===== src/rtl/usb_pkg.sv =====
// Shared USB constants: PID codes, packet kinds, CRC parameters and parser states.
package usb_pkg;

    localparam logic [7:0] PID_OUT   = 8'hE1;
    localparam logic [7:0] PID_IN    = 8'h69;
    localparam logic [7:0] PID_SETUP = 8'h2D;
    localparam logic [7:0] PID_SOF   = 8'hA5;
    localparam logic [7:0] PID_DATA0 = 8'hC3;
    localparam logic [7:0] PID_DATA1 = 8'h4B;
    localparam logic [7:0] PID_ACK   = 8'hD2;
    localparam logic [7:0] PID_NAK   = 8'h5A;
    localparam logic [7:0] PID_STALL = 8'h1E;

    typedef enum logic [1:0] {
        KIND_TOKEN     = 2'd0,
        KIND_DATA      = 2'd1,
        KIND_HANDSHAKE = 2'd2,
        KIND_SPECIAL   = 2'd3
    } kind_e;

    localparam logic [4:0]  CRC5_POLY      = 5'h05;
    localparam logic [4:0]  CRC5_INIT      = 5'h1F;
    localparam logic [4:0]  CRC5_RESIDUAL  = 5'h0C;
    localparam logic [15:0] CRC16_POLY     = 16'h8005;
    localparam logic [15:0] CRC16_INIT     = 16'hFFFF;
    localparam logic [15:0] CRC16_RESIDUAL = 16'h800D;

    typedef enum logic [1:0] {
        ST_IDLE   = 2'd0,
        ST_FETCH  = 2'd1,
        ST_PARSE  = 2'd2,
        ST_RESULT = 2'd3
    } state_e;

    function automatic kind_e pid_kind(input logic [7:0] b);
        kind_e k;
        case (b)
            PID_OUT, PID_IN, PID_SETUP, PID_SOF: k = KIND_TOKEN;
            PID_DATA0, PID_DATA1:                k = KIND_DATA;
            PID_ACK, PID_NAK, PID_STALL:         k = KIND_HANDSHAKE;
            default:                             k = KIND_SPECIAL;
        endcase
        return k;
    endfunction

    function automatic logic pid_check(input logic [7:0] b);
        return b[7:4] == ~b[3:0];
    endfunction

endpackage


===== src/rtl/usb_packet_parser_if.sv =====
// Parser-facing bundle: start/length from the receiver, buffer read port, decoded result handshake.
// master = receiver/core side, slave = parser.
interface usb_packet_parser_if #(
    parameter int AW = 8
);
    logic          start;
    logic [10:0]   packet_bytes;
    logic [AW-1:0] buf_addr;
    logic [31:0]   buf_rdata;
    logic          busy;
    logic          buf_release;
    logic          result_valid;
    logic          result_ready;
    logic [3:0]    pid;
    logic [1:0]    kind;
    logic          pid_ok;
    logic          crc_ok;
    logic          len_ok;
    logic [6:0]    addr;
    logic [3:0]    endp;
    logic [10:0]   frame;
    logic [10:0]   payload_bytes;

    modport master (
        output start, packet_bytes, buf_rdata, result_ready,
        input  buf_addr, busy, buf_release, result_valid, pid, kind,
               pid_ok, crc_ok, len_ok, addr, endp, frame, payload_bytes
    );

    modport slave (
        input  start, packet_bytes, buf_rdata, result_ready,
        output buf_addr, busy, buf_release, result_valid, pid, kind,
               pid_ok, crc_ok, len_ok, addr, endp, frame, payload_bytes
    );
endinterface


===== src/rtl/usb_crc_byte.sv =====
// One byte of USB CRC5 and CRC16, bits taken LSB-first; purely combinational.
// Zero latency, no flow control.
module usb_crc_byte
    import usb_pkg::*;
(
    input  logic [4:0]  i_crc5,
    input  logic [15:0] i_crc16,
    input  logic [7:0]  i_data,
    output logic [4:0]  o_crc5,
    output logic [15:0] o_crc16
);

    logic [4:0]  w_c5;
    logic [15:0] w_c16;

    always_comb begin
        w_c5  = i_crc5;
        w_c16 = i_crc16;
        for (int i = 0; i < 8; i++) begin
            w_c5  = {w_c5[3:0], 1'b0} ^ ((w_c5[4] ^ i_data[i]) ? CRC5_POLY : 5'd0);
            w_c16 = {w_c16[14:0], 1'b0} ^ ((w_c16[15] ^ i_data[i]) ? CRC16_POLY : 16'd0);
        end
    end

    assign o_crc5  = w_c5;
    assign o_crc16 = w_c16;

endmodule


===== src/rtl/usb_packet_parser.sv =====
// Reads a received packet back from the shared buffer, checks PID/CRC/length and decodes token fields.
// Result valid N+2 cycles after start; result held until result_ready, start ignored while busy.
module usb_packet_parser
    import usb_pkg::*;
#(
    parameter int BUF_WORDS = 256,
    parameter int MAX_BYTES = 1024
)(
    input logic               clock48,
    input logic               reset_n,
    usb_packet_parser_if.slave io
);

    localparam int          AW      = $clog2(BUF_WORDS);
    localparam logic [10:0] MAX_LEN = 11'(MAX_BYTES);

    state_e        r_state;
    state_e        w_state_nxt;
    logic [10:0]   r_len;
    logic [10:0]   r_idx;
    logic [AW-1:0] r_buf_addr;
    logic [4:0]    r_crc5;
    logic [15:0]   r_crc16;
    logic [4:0]    w_crc5_nxt;
    logic [15:0]   w_crc16_nxt;
    logic [7:0]    w_byte;

    logic          w_accept;
    logic          w_consume;
    logic          w_finish;
    logic          w_done;
    logic          w_len_ok;
    logic          w_crc_ok;
    logic [10:0]   w_payload;

    logic          r_busy;
    logic          r_buf_release;
    logic          r_result_valid;
    logic [3:0]    r_pid;
    kind_e         r_kind;
    logic          r_pid_ok;
    logic          r_crc_ok;
    logic          r_len_ok;
    logic [6:0]    r_addr;
    logic [3:0]    r_endp;
    logic [10:0]   r_frame;
    logic [10:0]   r_payload;

    assign w_byte = io.buf_rdata[{r_idx[1:0], 3'b000} +: 8];

    usb_crc_byte u_crc (
        .i_crc5  (r_crc5),
        .i_crc16 (r_crc16),
        .i_data  (w_byte),
        .o_crc5  (w_crc5_nxt),
        .o_crc16 (w_crc16_nxt)
    );

    always_ff @(posedge clock48 or negedge reset_n) begin
        if (!reset_n) r_state <= ST_IDLE;
        else          r_state <= w_state_nxt;
    end

    // PARSE lasts N+1 cycles: N byte cycles plus one cycle that judges the registered CRCs.
    always_comb begin
        w_state_nxt = r_state;
        w_accept    = 1'b0;
        w_consume   = 1'b0;
        w_finish    = 1'b0;
        w_done      = 1'b0;
        case (r_state)
            ST_IDLE: begin
                if (io.start) begin
                    w_accept    = 1'b1;
                    w_state_nxt = (io.packet_bytes == 11'd0) ? ST_RESULT : ST_FETCH;
                end
            end
            ST_FETCH: w_state_nxt = ST_PARSE;
            ST_PARSE: begin
                if (r_idx == r_len) begin
                    w_finish    = 1'b1;
                    w_state_nxt = ST_RESULT;
                end else begin
                    w_consume = 1'b1;
                end
            end
            ST_RESULT: begin
                if (io.result_ready) begin
                    w_done      = 1'b1;
                    w_state_nxt = ST_IDLE;
                end
            end
            default: w_state_nxt = ST_IDLE;
        endcase
    end

    always_comb begin
        w_len_ok  = 1'b0;
        w_crc_ok  = 1'b0;
        w_payload = 11'd0;
        case (r_kind)
            KIND_TOKEN: begin
                w_len_ok = (r_len == 11'd3);
                w_crc_ok = w_len_ok && (r_crc5 == CRC5_RESIDUAL);
            end
            KIND_DATA: begin
                w_len_ok = (r_len >= 11'd3) && (r_len <= MAX_LEN);
                w_crc_ok = w_len_ok && (r_crc16 == CRC16_RESIDUAL);
                if (r_len >= 11'd3) w_payload = r_len - 11'd3;
            end
            KIND_HANDSHAKE: begin
                w_len_ok = (r_len == 11'd1);
                w_crc_ok = 1'b1;
            end
            default: begin
                w_len_ok = 1'b0;
                w_crc_ok = 1'b0;
            end
        endcase
    end

    always_ff @(posedge clock48 or negedge reset_n) begin
        if (!reset_n) begin
            r_len          <= '0;
            r_idx          <= '0;
            r_buf_addr     <= '0;
            r_crc5         <= '0;
            r_crc16        <= '0;
            r_busy         <= 1'b0;
            r_buf_release  <= 1'b0;
            r_result_valid <= 1'b0;
            r_pid          <= '0;
            r_kind         <= KIND_TOKEN;
            r_pid_ok       <= 1'b0;
            r_crc_ok       <= 1'b0;
            r_len_ok       <= 1'b0;
            r_addr         <= '0;
            r_endp         <= '0;
            r_frame        <= '0;
            r_payload      <= '0;
        end else begin
            r_buf_release <= 1'b0;

            if (w_accept) begin
                r_len      <= io.packet_bytes;
                r_idx      <= '0;
                r_buf_addr <= '0;
                r_busy     <= 1'b1;
                r_crc5     <= CRC5_INIT;
                r_crc16    <= CRC16_INIT;
                r_pid      <= '0;
                r_kind     <= KIND_SPECIAL;
                r_pid_ok   <= 1'b0;
                r_crc_ok   <= 1'b0;
                r_len_ok   <= 1'b0;
                r_addr     <= '0;
                r_endp     <= '0;
                r_frame    <= '0;
                r_payload  <= '0;
                if (io.packet_bytes == 11'd0) begin
                    r_result_valid <= 1'b1;
                    r_buf_release  <= 1'b1;
                end
            end

            if (w_consume) begin
                r_idx <= r_idx + 11'd1;
                // Address leads by one byte so the next word arrives exactly when lane 0 is needed.
                if (r_idx[1:0] == 2'd2) r_buf_addr <= r_buf_addr + 1'b1;
                if (r_idx == 11'd0) begin
                    r_pid    <= w_byte[3:0];
                    r_kind   <= pid_kind(w_byte);
                    r_pid_ok <= pid_check(w_byte);
                end else begin
                    r_crc16 <= w_crc16_nxt;
                    if (r_idx <= 11'd2) r_crc5 <= w_crc5_nxt;
                    if (r_kind == KIND_TOKEN && r_idx == 11'd1) begin
                        r_addr       <= w_byte[6:0];
                        r_endp[0]    <= w_byte[7];
                        r_frame[7:0] <= w_byte;
                    end
                    if (r_kind == KIND_TOKEN && r_idx == 11'd2) begin
                        r_endp[3:1]   <= w_byte[2:0];
                        r_frame[10:8] <= w_byte[2:0];
                    end
                end
            end

            if (w_finish) begin
                r_result_valid <= 1'b1;
                r_buf_release  <= 1'b1;
                r_len_ok       <= w_len_ok;
                r_crc_ok       <= w_crc_ok;
                r_payload      <= w_payload;
            end

            if (w_done) begin
                r_busy         <= 1'b0;
                r_result_valid <= 1'b0;
            end
        end
    end

    assign io.buf_addr      = r_buf_addr;
    assign io.busy          = r_busy;
    assign io.buf_release   = r_buf_release;
    assign io.result_valid  = r_result_valid;
    assign io.pid           = r_pid;
    assign io.kind          = r_kind;
    assign io.pid_ok        = r_pid_ok;
    assign io.crc_ok        = r_crc_ok;
    assign io.len_ok        = r_len_ok;
    assign io.addr          = r_addr;
    assign io.endp          = r_endp;
    assign io.frame         = r_frame;
    assign io.payload_bytes = r_payload;

endmodule


===== src/flat_wrapper.sv =====
// flat-port wrapper written by rule: the top's interface ports become plain ports
module usb_packet_parser_flat import usb_pkg::*;
#(
    parameter int BUF_WORDS = 256,
    parameter int MAX_BYTES = 1024
)
  (clock48, reset_n, io_start, io_packet_bytes, io_buf_rdata, io_result_ready, io_buf_addr, io_busy, io_buf_release, io_result_valid, io_pid, io_kind, io_pid_ok, io_crc_ok, io_len_ok, io_addr, io_endp, io_frame, io_payload_bytes);
  usb_packet_parser_if #(.AW(8)) io_i ();
  input logic clock48;
  input logic reset_n;
  input wire logic [$bits(io_i.start)-1:0] io_start;
  input wire logic [$bits(io_i.packet_bytes)-1:0] io_packet_bytes;
  input wire logic [$bits(io_i.buf_rdata)-1:0] io_buf_rdata;
  input wire logic [$bits(io_i.result_ready)-1:0] io_result_ready;
  output wire logic [$bits(io_i.buf_addr)-1:0] io_buf_addr;
  output wire logic [$bits(io_i.busy)-1:0] io_busy;
  output wire logic [$bits(io_i.buf_release)-1:0] io_buf_release;
  output wire logic [$bits(io_i.result_valid)-1:0] io_result_valid;
  output wire logic [$bits(io_i.pid)-1:0] io_pid;
  output wire logic [$bits(io_i.kind)-1:0] io_kind;
  output wire logic [$bits(io_i.pid_ok)-1:0] io_pid_ok;
  output wire logic [$bits(io_i.crc_ok)-1:0] io_crc_ok;
  output wire logic [$bits(io_i.len_ok)-1:0] io_len_ok;
  output wire logic [$bits(io_i.addr)-1:0] io_addr;
  output wire logic [$bits(io_i.endp)-1:0] io_endp;
  output wire logic [$bits(io_i.frame)-1:0] io_frame;
  output wire logic [$bits(io_i.payload_bytes)-1:0] io_payload_bytes;
  assign io_i.start = io_start;
  assign io_i.packet_bytes = io_packet_bytes;
  assign io_i.buf_rdata = io_buf_rdata;
  assign io_i.result_ready = io_result_ready;
  assign io_buf_addr = io_i.buf_addr;
  assign io_busy = io_i.busy;
  assign io_buf_release = io_i.buf_release;
  assign io_result_valid = io_i.result_valid;
  assign io_pid = io_i.pid;
  assign io_kind = io_i.kind;
  assign io_pid_ok = io_i.pid_ok;
  assign io_crc_ok = io_i.crc_ok;
  assign io_len_ok = io_i.len_ok;
  assign io_addr = io_i.addr;
  assign io_endp = io_i.endp;
  assign io_frame = io_i.frame;
  assign io_payload_bytes = io_i.payload_bytes;
  usb_packet_parser #(.BUF_WORDS(BUF_WORDS), .MAX_BYTES(MAX_BYTES)) u_core (.clock48(clock48), .reset_n(reset_n), .io(io_i));
endmodule

===== config.mk =====
export PLATFORM = sky130hd
export DESIGN_NAME = usb_packet_parser_flat
export DESIGN_NICKNAME = d
export VERILOG_FILES = /design/src/rtl/usb_pkg.sv /design/src/rtl/usb_packet_parser_if.sv /design/src/rtl/usb_crc_byte.sv /design/src/rtl/usb_packet_parser.sv /design/src/flat_wrapper.sv
export SDC_FILE = /design/constraint.sdc
export NUM_CORES = 1
export LEC_CHECK = 0
export BUFFER_PORTS_ARGS = -buffer_cell sky130_fd_sc_hd__buf_2
export CORE_ASPECT_RATIO = 2
export CORE_MARGIN = 1
export CORE_UTILIZATION = 56
export CTS_CLUSTER_SIZE = 25
export DETAILED_ROUTE_END_ITERATION = 8
export PLACE_DENSITY = 0.8
export SYNTH_ARGS = -nofsm -noshare
export SYNTH_HDL_FRONTEND = slang
export SYNTH_HIERARCHICAL = 1
export SYNTH_SLANG_ARGS = --single-unit

===== constraint.sdc =====
create_clock -name clock48 -period 3.25 [get_ports clock48]
set_input_delay 0.65 -clock clock48 [delete_from_list [all_inputs] [get_ports clock48]]
set_output_delay 0.65 -clock clock48 [all_outputs]
set_load 0.05 [all_outputs]

==> impl_metrics.py, run 1 <==
metrics = {
    "run_status": {
        "status": "finished clean",
    },
    "floorplanning": {
        "die_y_um": 143,
        "rows": 51,
        "fp.dieW_um": 72.7,
        "start_util_pct": 57.8,
        "core-area_um2": 9700,
        "ios": 100,
        "die_area_um2": 10400,
    },
    "synth": {
        "synth_nets": 597,
        "synth_top_cell_area_share_pct": 43.8,
        "synth.avg_cell_area_um2": 10.4,
        "synth_cells": 538,
        "syn_area_um2": 5600,
        "synth_top_area_cell": "dfrtp_1",
        "synth_seq_cells": 98,
        "synth_top_flop_cell": "dfrtp_1",
        "ys_seq_area_share_pct": 43.8,
        "netlist-cell-type-count": 60,
        "async_reset_ff_share_pct": 100,
        "synth_edf_count": 0,
        "synth_area_leaders": "dfrtp_1 44%, mux2i_1 6.1%, xnor2_1 5.6%",
        "yosys_warnings": 6,
    },
    "power": {
        "finalPower_mw": 6.45,
        "power_density_nw_per_um2": 994,
        "p_leak_nw": 3.24,
        "ir_drop_mv": 0.604,
    },
    "placement": {
        "gp_congestion": 1.02,
        "port-buffer-count": 99,
        "dp_hpwl_um": 10500,
    },
    "clocking": {
        "cts_resized": 0,
        "cts_root_buffer": "clkbuf_16",
        "cts-htree-levels": 3,
        "cts_tree": "yes",
        "clock_path_buffers": 2,
        "clock_latency_ns": 0.34,
        "cts_buffers": 9,
        "holdBufCountCts": 0,
        "cts_sinks": 98,
        "clk_transition_reported_paths_ns": 0.06,
        "post_cts_buffers": 0,
    },
    "sta": {
        "fmax_mhz": 355,
        "tns_ns": 0,
        "relSlewSlack_pct": 35.4,
        "min_period_ns": 2.82,
        "setup_violations": 0,
        "tightest_slew_ns": 0.969,
        "fin_crit_sh_pct": 86.6,
        "drv_slew": 0,
        "rsz0062_at_grt": "no",
        "finClkSkew_ns": 0.00425,
        "hold_viol": 0,
    },
    "worst_setup_path": {
        "path_buf_inv": 2,
        "path_common_cell": "xnor2_1",
        "arrival_ns": 3.02,
        "crit_family": "XOR/XNOR gates",
        "crit_type": "reg -> reg",
        "critPathSlowestCell": "mux4_2",
        "cp_max_fo": 11,
        "r2r-start": "u_core/r_idx[0]",
        "critical-path-max-stage-delay_ns": 0.65,
        "reg2reg_setup_slack_ns": 0.43,
        "required_ns": 3.46,
        "startpoint": "u_core/r_idx[0]",
        "end_kind": "flip-flop",
        "ff2ff_path_depth": 8,
        "setup.worst_path.start_class": "flip-flop",
        "worstPathCellList": "buf_4, mux4_2, xnor2_1, xor2_1, xnor2_1, xnor3_1, inv_1, mux2i_1",
        "r2r-end": "u_core/r_crc16[15]",
    },
    "drt": {
        "routedWlPerCell_um": 18.2,
        "via_per_inst": 5.86,
        "drc_errors": 0,
        "finalWirelength_um": 13900,
        "drtAntennaViolNets": 0,
        "vias": 4468,
        "first_iter_violations": 325,
        "dr.pass1.iters": 5,
    },
    "finish": {
        "final_cell_mix": "98 x buf_2, 98 x dfrtp_1, 56 x nand2_1",
        "syn2layout_area_growth_pct": 15.8,
        "drive_gt1_share_pct": 24.6,
        "layout.nets": 687,
        "n_antenna_cell": 0,
    },
    "hold_path": {
        "hold_class": "in -> async",
    },
    "global_route": {
        "grt.total_usage_pct": 28.4,
        "grt_overflow_total": 0,
        "grt_pass1_vias": 4570,
        "grt_max_degree": 52,
        "grt_pass1_wl_um": 22300,
        "antenna_found_initial": 0,
    },
    "job": {
        "maxCapViolations": 0,
    },
}
==> cell usage after synthesis (all sizes together) (2+ instances only) <==
cell      n
or3       3
mux4      8
o21ai    14
nand4     6
a21boi    2
a311oi    2
a21oi     7
nor3      6
nor4     10
a31oi     3
mux2      7
xnor2    39
and3      6
a22o     29
a211o     2
and2      4
dfrtp    98
buf      23
nor2b     2
nand3    12
mux2i    34
nand2    57
o2bb2ai  11
nor2     40
nand2b    4
clkbuf   11
inv      38
nor4b     3
a2111oi   3
or4       3
xor2     24
ha       12
==> registers in the layout (all words and copies together), names as in the netlist, 2 cells and up <==
name / count
u_core/io.pid: 4
u_core/r_len: 11
u_core/io.kind: 2
u_core/r_state: 2
u_core/io.buf_addr: 8
u_core/r_idx: 11
u_core/io.payload_bytes: 11
u_core/io.addr: 7
u_core/io.frame: 11
u_core/r_crc16: 16
u_core/r_crc5: 5
u_core/io.endp: 4
==> cell type report <==
| class | instances | area, µm² |
|---|---|---|
| Inverter | 38 | 143 |
| Tap cell | 132 | 165 |
| Clock inverter | 2 | 13.8 |
| Clock buffer | 12 | 256 |
| Timing Repair Buffer | 113 | 616 |
| Fill cell | 793 | 3210 |
| Sequential cell | 98 | 2450 |
| Multi-Input combinational cell | 368 | 2840 |
==> how the worst max path moves through the flow <==
stage,endpoint,cells past startpoint
final,u_core/r_crc16[15],8
after global routing,u_core/r_crc16[15],8
after CTS,u_core/r_crc16[15],8
after detailed placement,u_core/r_crc16[15],8
after global placement,u_core/r_crc16[15],8
after floorplan,u_core/r_crc16[15],8
==> power by group <==
part / switching [mW] / internal, mW / total (mW)
sequential: 0.402 / 1.48 / 1.88
clock: 0.428 / 0.552 / 0.980
combinational: 2.05 / 1.54 / 3.59
==> cells by family (layout without fill, tap and decap cells) <==
logic type,Yosys count,after routing,share of synthesized area [%]
flops,98,98,43.8
buf+inv,72,165,5.85
mux,49,49,10.8
xor+xnor,64,64,10.8
fa+ha+maj,12,12,2.68
compound gates,85,85,12.2
simple gates,158,158,13.9
==> layer usage <==
layer	track usage [%]	share of wire [%]
met2	49.5	53
met1	31.7	37
met5	0	0
met3	5.12	5.1
met4	16.8	4.7
==> through the flow <==
| step | instances | area (µm²) | hold slack [ns] | util [%] | setup WS (ns) |
|---|---|---|---|---|---|
| after detailed placement | 749 | 6220 | 0.463 | 64.1 | 0.493 |
| after global placement | 749 | 6220 | 0.461 | 64.1 | 0.562 |
| after CTS | 763 | 6490 | 0.370 | 66.9 | 0.483 |
| after global routing | 763 | 6490 | 0.393 | 66.9 | 0.345 |
| after floorplan | 538 | 5600 | 0.354 | - | 0.725 |
| final | 763 | 6490 | 0.343 | 66.9 | 0.434 |
(Power assumes the default switching activity.)
==> inputs of run 2 (changes only) <==
SYNTH_HIERARCHICAL = not set   (was 1)
TNS_END_PERCENT = 50   (was not set)
==> impl_metrics.py, run 2 <==
metrics = {
    "run_status": {
        "status": "finished clean",
    },
    "worst_setup_path": {
        "path_buf_inv": 0,
        "worstPathCellList": "mux4_2, xnor2_4, xor2_2, xor3_2, xor3_1, a21oi_1",
        "ff2ff_path_depth": 6,
        "critical-path-max-stage-delay_ns": 0.75,
        "arrival_ns": 3.04,
        "cp_max_fo": 10,
        "crit_family": "XOR/XNOR gates",
        "critPathSlowestCell": "mux4_2",
        "required_ns": 3.43,
        "r2r-start": "u_core.r_idx[0]",
        "end_kind": "flip-flop",
        "setup.worst_path.start_class": "flip-flop",
        "reg2reg_setup_slack_ns": 0.39,
        "crit_type": "reg -> reg",
        "r2r-end": "u_core.r_crc16[15]",
    },
    "floorplanning": {
        "start_util_pct": 57.9,
        "ios": 100,
        "rows": 50,
        "die_area_um2": 10100,
        "die_y_um": 141,
        "core-area_um2": 9380,
        "fp.dieW_um": 71.7,
    },
    "placement": {
        "port-buffer-count": 99,
        "dp_hpwl_um": 10100,
        "gp_congestion": 0.937,
    },
    "synth": {
        "async_reset_ff_share_pct": 100,
        "synth_seq_cells": 98,
        "synth.most_common_cell": "dfrtp_1",
        "yosys_warnings": 0,
        "ys_seq_area_share_pct": 45.1,
        "synth_top_cell_area_share_pct": 45.1,
        "yosys-top-cells-count": "98 x dfrtp_1, 68 x nand2_1, 45 x o21ai_0, 36 x xnor2_1, 35 x nor2_1",
        "syn_area_um2": 5440,
        "synth_cells": 539,
        "synth_top_area_cell": "dfrtp_1",
        "synth_area_leaders": "dfrtp_1 45%, xnor2_1 5.8%, nand2_1 4.7%",
        "synth_top_flop_cell": "dfrtp_1",
        "synth_edf_count": 0,
        "synth_nets": 598,
        "netlist-cell-type-count": 56,
        "synth.avg_cell_area_um2": 10.1,
    },
    "global_route": {
        "grt_pass1_vias": 4617,
        "antenna_found_initial": 0,
        "use_met2_pct": 52.0,
        "met1_usage_pct": 31.6,
        "grt_pass1_wl_um": 22400,
        "grt.total_usage_pct": 28.9,
        "met3_usage_pct": 5.33,
        "grt_overflow_total": 0,
        "top_usage_layer": "met2",
        "grt_max_degree": 54,
    },
    "clocking": {
        "clock_latency_ns": 0.35,
        "cts_root_buffer": "clkbuf_16",
        "clk_transition_reported_paths_ns": 0.07,
        "clock_path_buffers": 2,
        "cts-htree-levels": 3,
        "cts_tree": "yes",
        "cts_resized": 0,
        "cts_sinks": 98,
        "holdBufCountCts": 0,
        "cts_buffers": 9,
        "post_cts_buffers": 0,
    },
    "finish": {
        "n_antenna_cell": 0,
        "layout.nets": 687,
        "drive_gt1_share_pct": 24.0,
        "largest_reg_flops": 16,
        "final_cell_mix": "98 x buf_2, 98 x dfrtp_1, 68 x nand2_1",
        "syn2layout_area_growth_pct": 16.0,
        "top_register": "u_core.r_crc16",
    },
    "power": {
        "p_leak_nw": 2.97,
        "power_density_nw_per_um2": 1120,
        "ir_drop_mv": 0.662,
        "finalPower_mw": 7.05,
    },
    "drt": {
        "routedWlPerCell_um": 18.7,
        "vias": 4558,
        "first_iter_violations": 296,
        "drc_errors": 0,
        "dr.pass1.iters": 4,
        "via_per_inst": 6.18,
        "finalWirelength_um": 13800,
        "drtAntennaViolNets": 0,
    },
    "sta": {
        "fmax_mhz": 349,
        "min_period_ns": 2.86,
        "relSlewSlack_pct": 18.5,
        "tns_ns": 0,
        "finClkSkew_ns": 0.00550,
        "whs_ns": 0.336,
        "tightest_slew_ns": 1.22,
        "rsz0062_at_grt": "no",
        "setup_violations": 0,
        "hold_viol": 0,
        "drv_slew": 0,
        "fin_crit_sh_pct": 88.1,
    },
    "job": {
        "maxCapViolations": 0,
    },
    "hold_path": {
        "hold_class": "in -> async",
    },
}
==> run 2: changes by cell type in the layout (fill, tap and decap cells not counted), sizes merged, moves of 9 or more <==
cell     previous run  this run
nand2              57        68
o21ai              14        51
a21oi               7        19
o2bb2ai            11         2
inv                38        16
mux2i              34        12
==> run 2: cell families after synthesis <==
group,share of synthesized area (%)
simple gates,15.4
fa+ha+maj,2.76
compound gates,13.5
xor+xnor,12.3
flops,45.1
mux,6.77
buf+inv,4.14
==> run 2: report_power, final <==
part	internal (mW)	leakage (nW)	total (mW)	switching (mW)
clock	0.635	0.151	1.09	0.460
combinational	1.68	1.56	3.92	2.24
sequential	1.55	1.26	2.04	0.483
total	3.87	2.97	7.05	3.18
==> run 2: per-stage QoR <==
| stage | util [%] | std cells | worst slack, ns | instance area [µm²] |
|---|---|---|---|---|
| global route | 67.2 | 737 | 0.229 | 6300 |
| global placement | 63.9 | 721 | 0.459 | 6000 |
| finish | 67.2 | 737 | 0.385 | 6300 |
| detailed placement | 63.9 | 721 | 0.371 | 6000 |
| CTS | 67.2 | 737 | 0.359 | 6300 |
| floorplan | - | 539 | 0.749 | 5440 |
==> run 2: cell type report <==
type | instances | area (µm²)
Fill cell | 711 | 3080
Timing Repair Buffer | 111 | 588
Clock inverter | 5 | 52.6
Sequential cell | 98 | 2450
Inverter | 16 | 60.1
Multi-Input combinational cell | 392 | 2770
Clock buffer | 11 | 253
Tap cell | 104 | 130
==> run 2: how the worst max path moves through the flow <==
stage | slack (ns) | endpoint | cells past startpoint | start
final | 0.39 | u_core.r_crc16[15] | 6 | u_core.r_idx[0]
after global routing | 0.23 | u_core.r_crc16[15] | 6 | u_core.r_idx[0]
after CTS | 0.36 | u_core.r_crc16[1] | 6 | u_core.r_idx[0]
after detailed placement | 0.37 | u_core.r_crc16[15] | 6 | u_core.r_idx[0]
after global placement | 0.46 | u_core.r_crc16[15] | 6 | u_core.r_idx[0]
after floorplan | 0.75 | u_core.r_crc16[15] | 7 | io_buf_rdata[25]
==> run 2: metal layers <==
metal | routed length, µm | part of all wire [%] | vias to the layer above
li1 | - | - | 2078
met1 | 5140 | 37 | 2243
met2 | 7470 | 54 | 193
met3 | 613 | 4.5 | 44
met4 | 534 | 3.9 | 0
met5 | 0 | 0 | -
==> run 2: worst register-to-register path: stages (launching register included) <==
cell,delay [ns]
dfrtp_1,0.69
mux4_2,0.76
xnor2_4,0.27
xor2_2,0.20
xor3_2,0.51
xor3_1,0.22
a21oi_1,0.06
==> inputs of run 3 (changes only) <==
SETUP_SLACK_MARGIN = 0.4   (was not set)
SKIP_LAST_GASP = 1   (was not set)
==> impl_metrics.py, run 3 (same netlist as run 2, synthesis figures left out) <==
metrics = {
    "drt": {
        "finalWirelength_um": 13800,
        "via_per_inst": 6.19,
        "vias": 4564,
        "dr.pass1.iters": 4,
        "drtAntennaViolNets": 0,
        "drc_errors": 0,
        "routedWlPerCell_um": 18.7,
        "first_iter_violations": 291,
    },
    "power": {
        "internal-power_mw": 3.87,
        "p_sw_share_pct": 45.1,
        "power_density_nw_per_um2": 1120,
        "power_frac_clock_pct": 15.5,
        "p_seq_share_pct": 28.9,
        "p_switching_mw": 3.18,
        "finalPower_mw": 7.05,
        "ir_drop_mv": 0.662,
        "p_leak_nw": 2.96,
        "power_frac_comb_pct": 55.6,
    },
    "sta": {
        "drv_slew": 0,
        "tns_ns": 0,
        "rsz0062_at_grt": "no",
        "setup_violations": 0,
        "tightest_slew_ns": 1.23,
        "hold_viol": 0,
        "relSlewSlack_pct": 18.2,
        "fin_crit_sh_pct": 82.9,
        "min_period_ns": 2.70,
        "finClkSkew_ns": 0.00549,
        "fmax_mhz": 371,
    },
    "placement": {
        "port-buffer-count": 99,
        "gp_congestion": 0.937,
        "place_area_um2": 6000,
        "dp_hpwl_um": 10100,
        "dp.cells": 721,
    },
    "worst_setup_path": {
        "setup.worst_path.start_class": "flip-flop",
        "end_kind": "flip-flop",
        "worstPathCellList": "mux4_2, xnor2_4, xor2_2, xor3_2, xor3_1, a21oi_1",
        "critical-path-max-stage-delay_ns": 0.72,
        "crit_type": "reg -> reg",
        "required_ns": 3.43,
        "crit_family": "XOR/XNOR gates",
        "arrival_ns": 2.87,
        "critPathSlowestCell": "mux4_2",
        "cp_max_fo": 10,
        "path_buf_inv": 0,
    },
    "floorplanning": {
        "die_y_um": 141,
        "rows": 50,
        "ios": 100,
        "core-area_um2": 9380,
        "die_area_um2": 10100,
        "start_util_pct": 57.9,
        "fp.dieW_um": 71.7,
    },
    "hold_path": {
        "hold_class": "in -> async",
    },
    "finish": {
        "layout.cells.non_filler": 737,
        "drive_gt1_share_pct": 24.3,
        "layout.nets": 687,
        "final_common_cell": "buf_2",
        "top_register": "u_core.r_crc16",
        "largest_reg_flops": 16,
        "stdcell_area_um2": 6300,
        "syn2layout_area_growth_pct": 16.0,
        "n_antenna_cell": 0,
        "fillCellCount": 712,
        "final_cell_mix": "98 x buf_2, 96 x dfrtp_1, 68 x nand2_1",
    },
    "global_route": {
        "grt_overflow_total": 0,
        "met1_usage_pct": 31.6,
        "grt_pass1_vias": 4617,
        "grt_max_degree": 54,
        "top_usage_layer": "met2",
        "grt.total_usage_pct": 28.9,
        "antenna_found_initial": 0,
        "grt_pass1_wl_um": 22400,
        "use_met2_pct": 52.0,
        "met3_usage_pct": 5.33,
    },
    "clocking": {
        "holdBufCountCts": 0,
        "clock_path_buffers": 2,
        "cts-htree-levels": 3,
        "post_cts_buffers": 0,
        "cts_buffers": 9,
        "cts_root_buffer": "clkbuf_16",
        "cts_tree": "yes",
        "clock_latency_ns": 0.35,
        "cts_sinks": 98,
        "clk_transition_reported_paths_ns": 0.07,
    },
    "run_status": {
        "status": "finished clean",
    },
    "job": {
        "maxCapViolations": 0,
    },
}
## run 3: routing by layer
metal,up-vias,share of wire [%]
li1,2075,-
met1,2255,37
met2,192,54
met3,42,4.3
met4,0,3.8
met5,-,0
## run 3: per-stage QoR
stage	setup WS [ns]	hold WS, ns	utilization [%]
after floorplan	0.749	0.354	-
after global placement	0.459	0.457	63.9
after detailed placement	0.371	0.470	63.9
after CTS	0.504	0.354	67.2
after global routing	0.428	0.383	67.2
final	0.555	0.336	67.2
## run 3: final timing paths
path                                              from                          end  slack [ns]  cells after the start
max reg2reg                            u_core.r_idx[0]           u_core.r_crc16[15]        0.55                      6
min reg2reg                u_core.io.payload_bytes[10]  u_core.io.payload_bytes[10]        0.48                      2
max in group asynchronous                      reset_n              u_core.r_idx[0]        2.12                      2
min                                            reset_n        u_core.io.buf_addr[1]        0.34                      1
min in group clock48       u_core.io.payload_bytes[10]  u_core.io.payload_bytes[10]        0.48                      2
max                                    u_core.r_idx[0]           u_core.r_crc16[15]        0.55                      6
## run 3: area by class of cell
class | instances | area [µm²] | area share [%]
Clock buffer | 11 | 253 | 4.01
Tap cell | 104 | 130 | 2.06
Timing Repair Buffer | 111 | 588 | 9.33
Sequential cell | 98 | 2450 | 38.9
Inverter | 16 | 60.1 | 0.953
Clock inverter | 5 | 52.6 | 0.833
Multi-Input combinational cell | 392 | 2770 | 43.9
## run 3: repair_timing
action,4_1_cts,5_1_grt
resized for setup,1,1
pin swaps,0,0
setup endpoints to repair,2,7
## run 3: power groups by stage
stage | clock network [mW] | logic (mW) | registers, mW
after CTS | 1.11 | 3.92 | 2.02
after detailed placement | 0 | 3.87 | 2.03
after global placement | 0 | 3.72 | 2.02
after global routing | 1.16 | 4.22 | 2.07
final | 1.10 | 3.92 | 2.04
after floorplan | 0 | 2.91 | 2.20
## run 3: worst register-to-register path, stage by stage (launching register included)
cell and delay, ns:
dfrtp_2 0.55, mux4_2 0.73, xnor2_4 0.27, xor2_2 0.20
xor3_2 0.51, xor3_1 0.22, a21oi_1 0.06
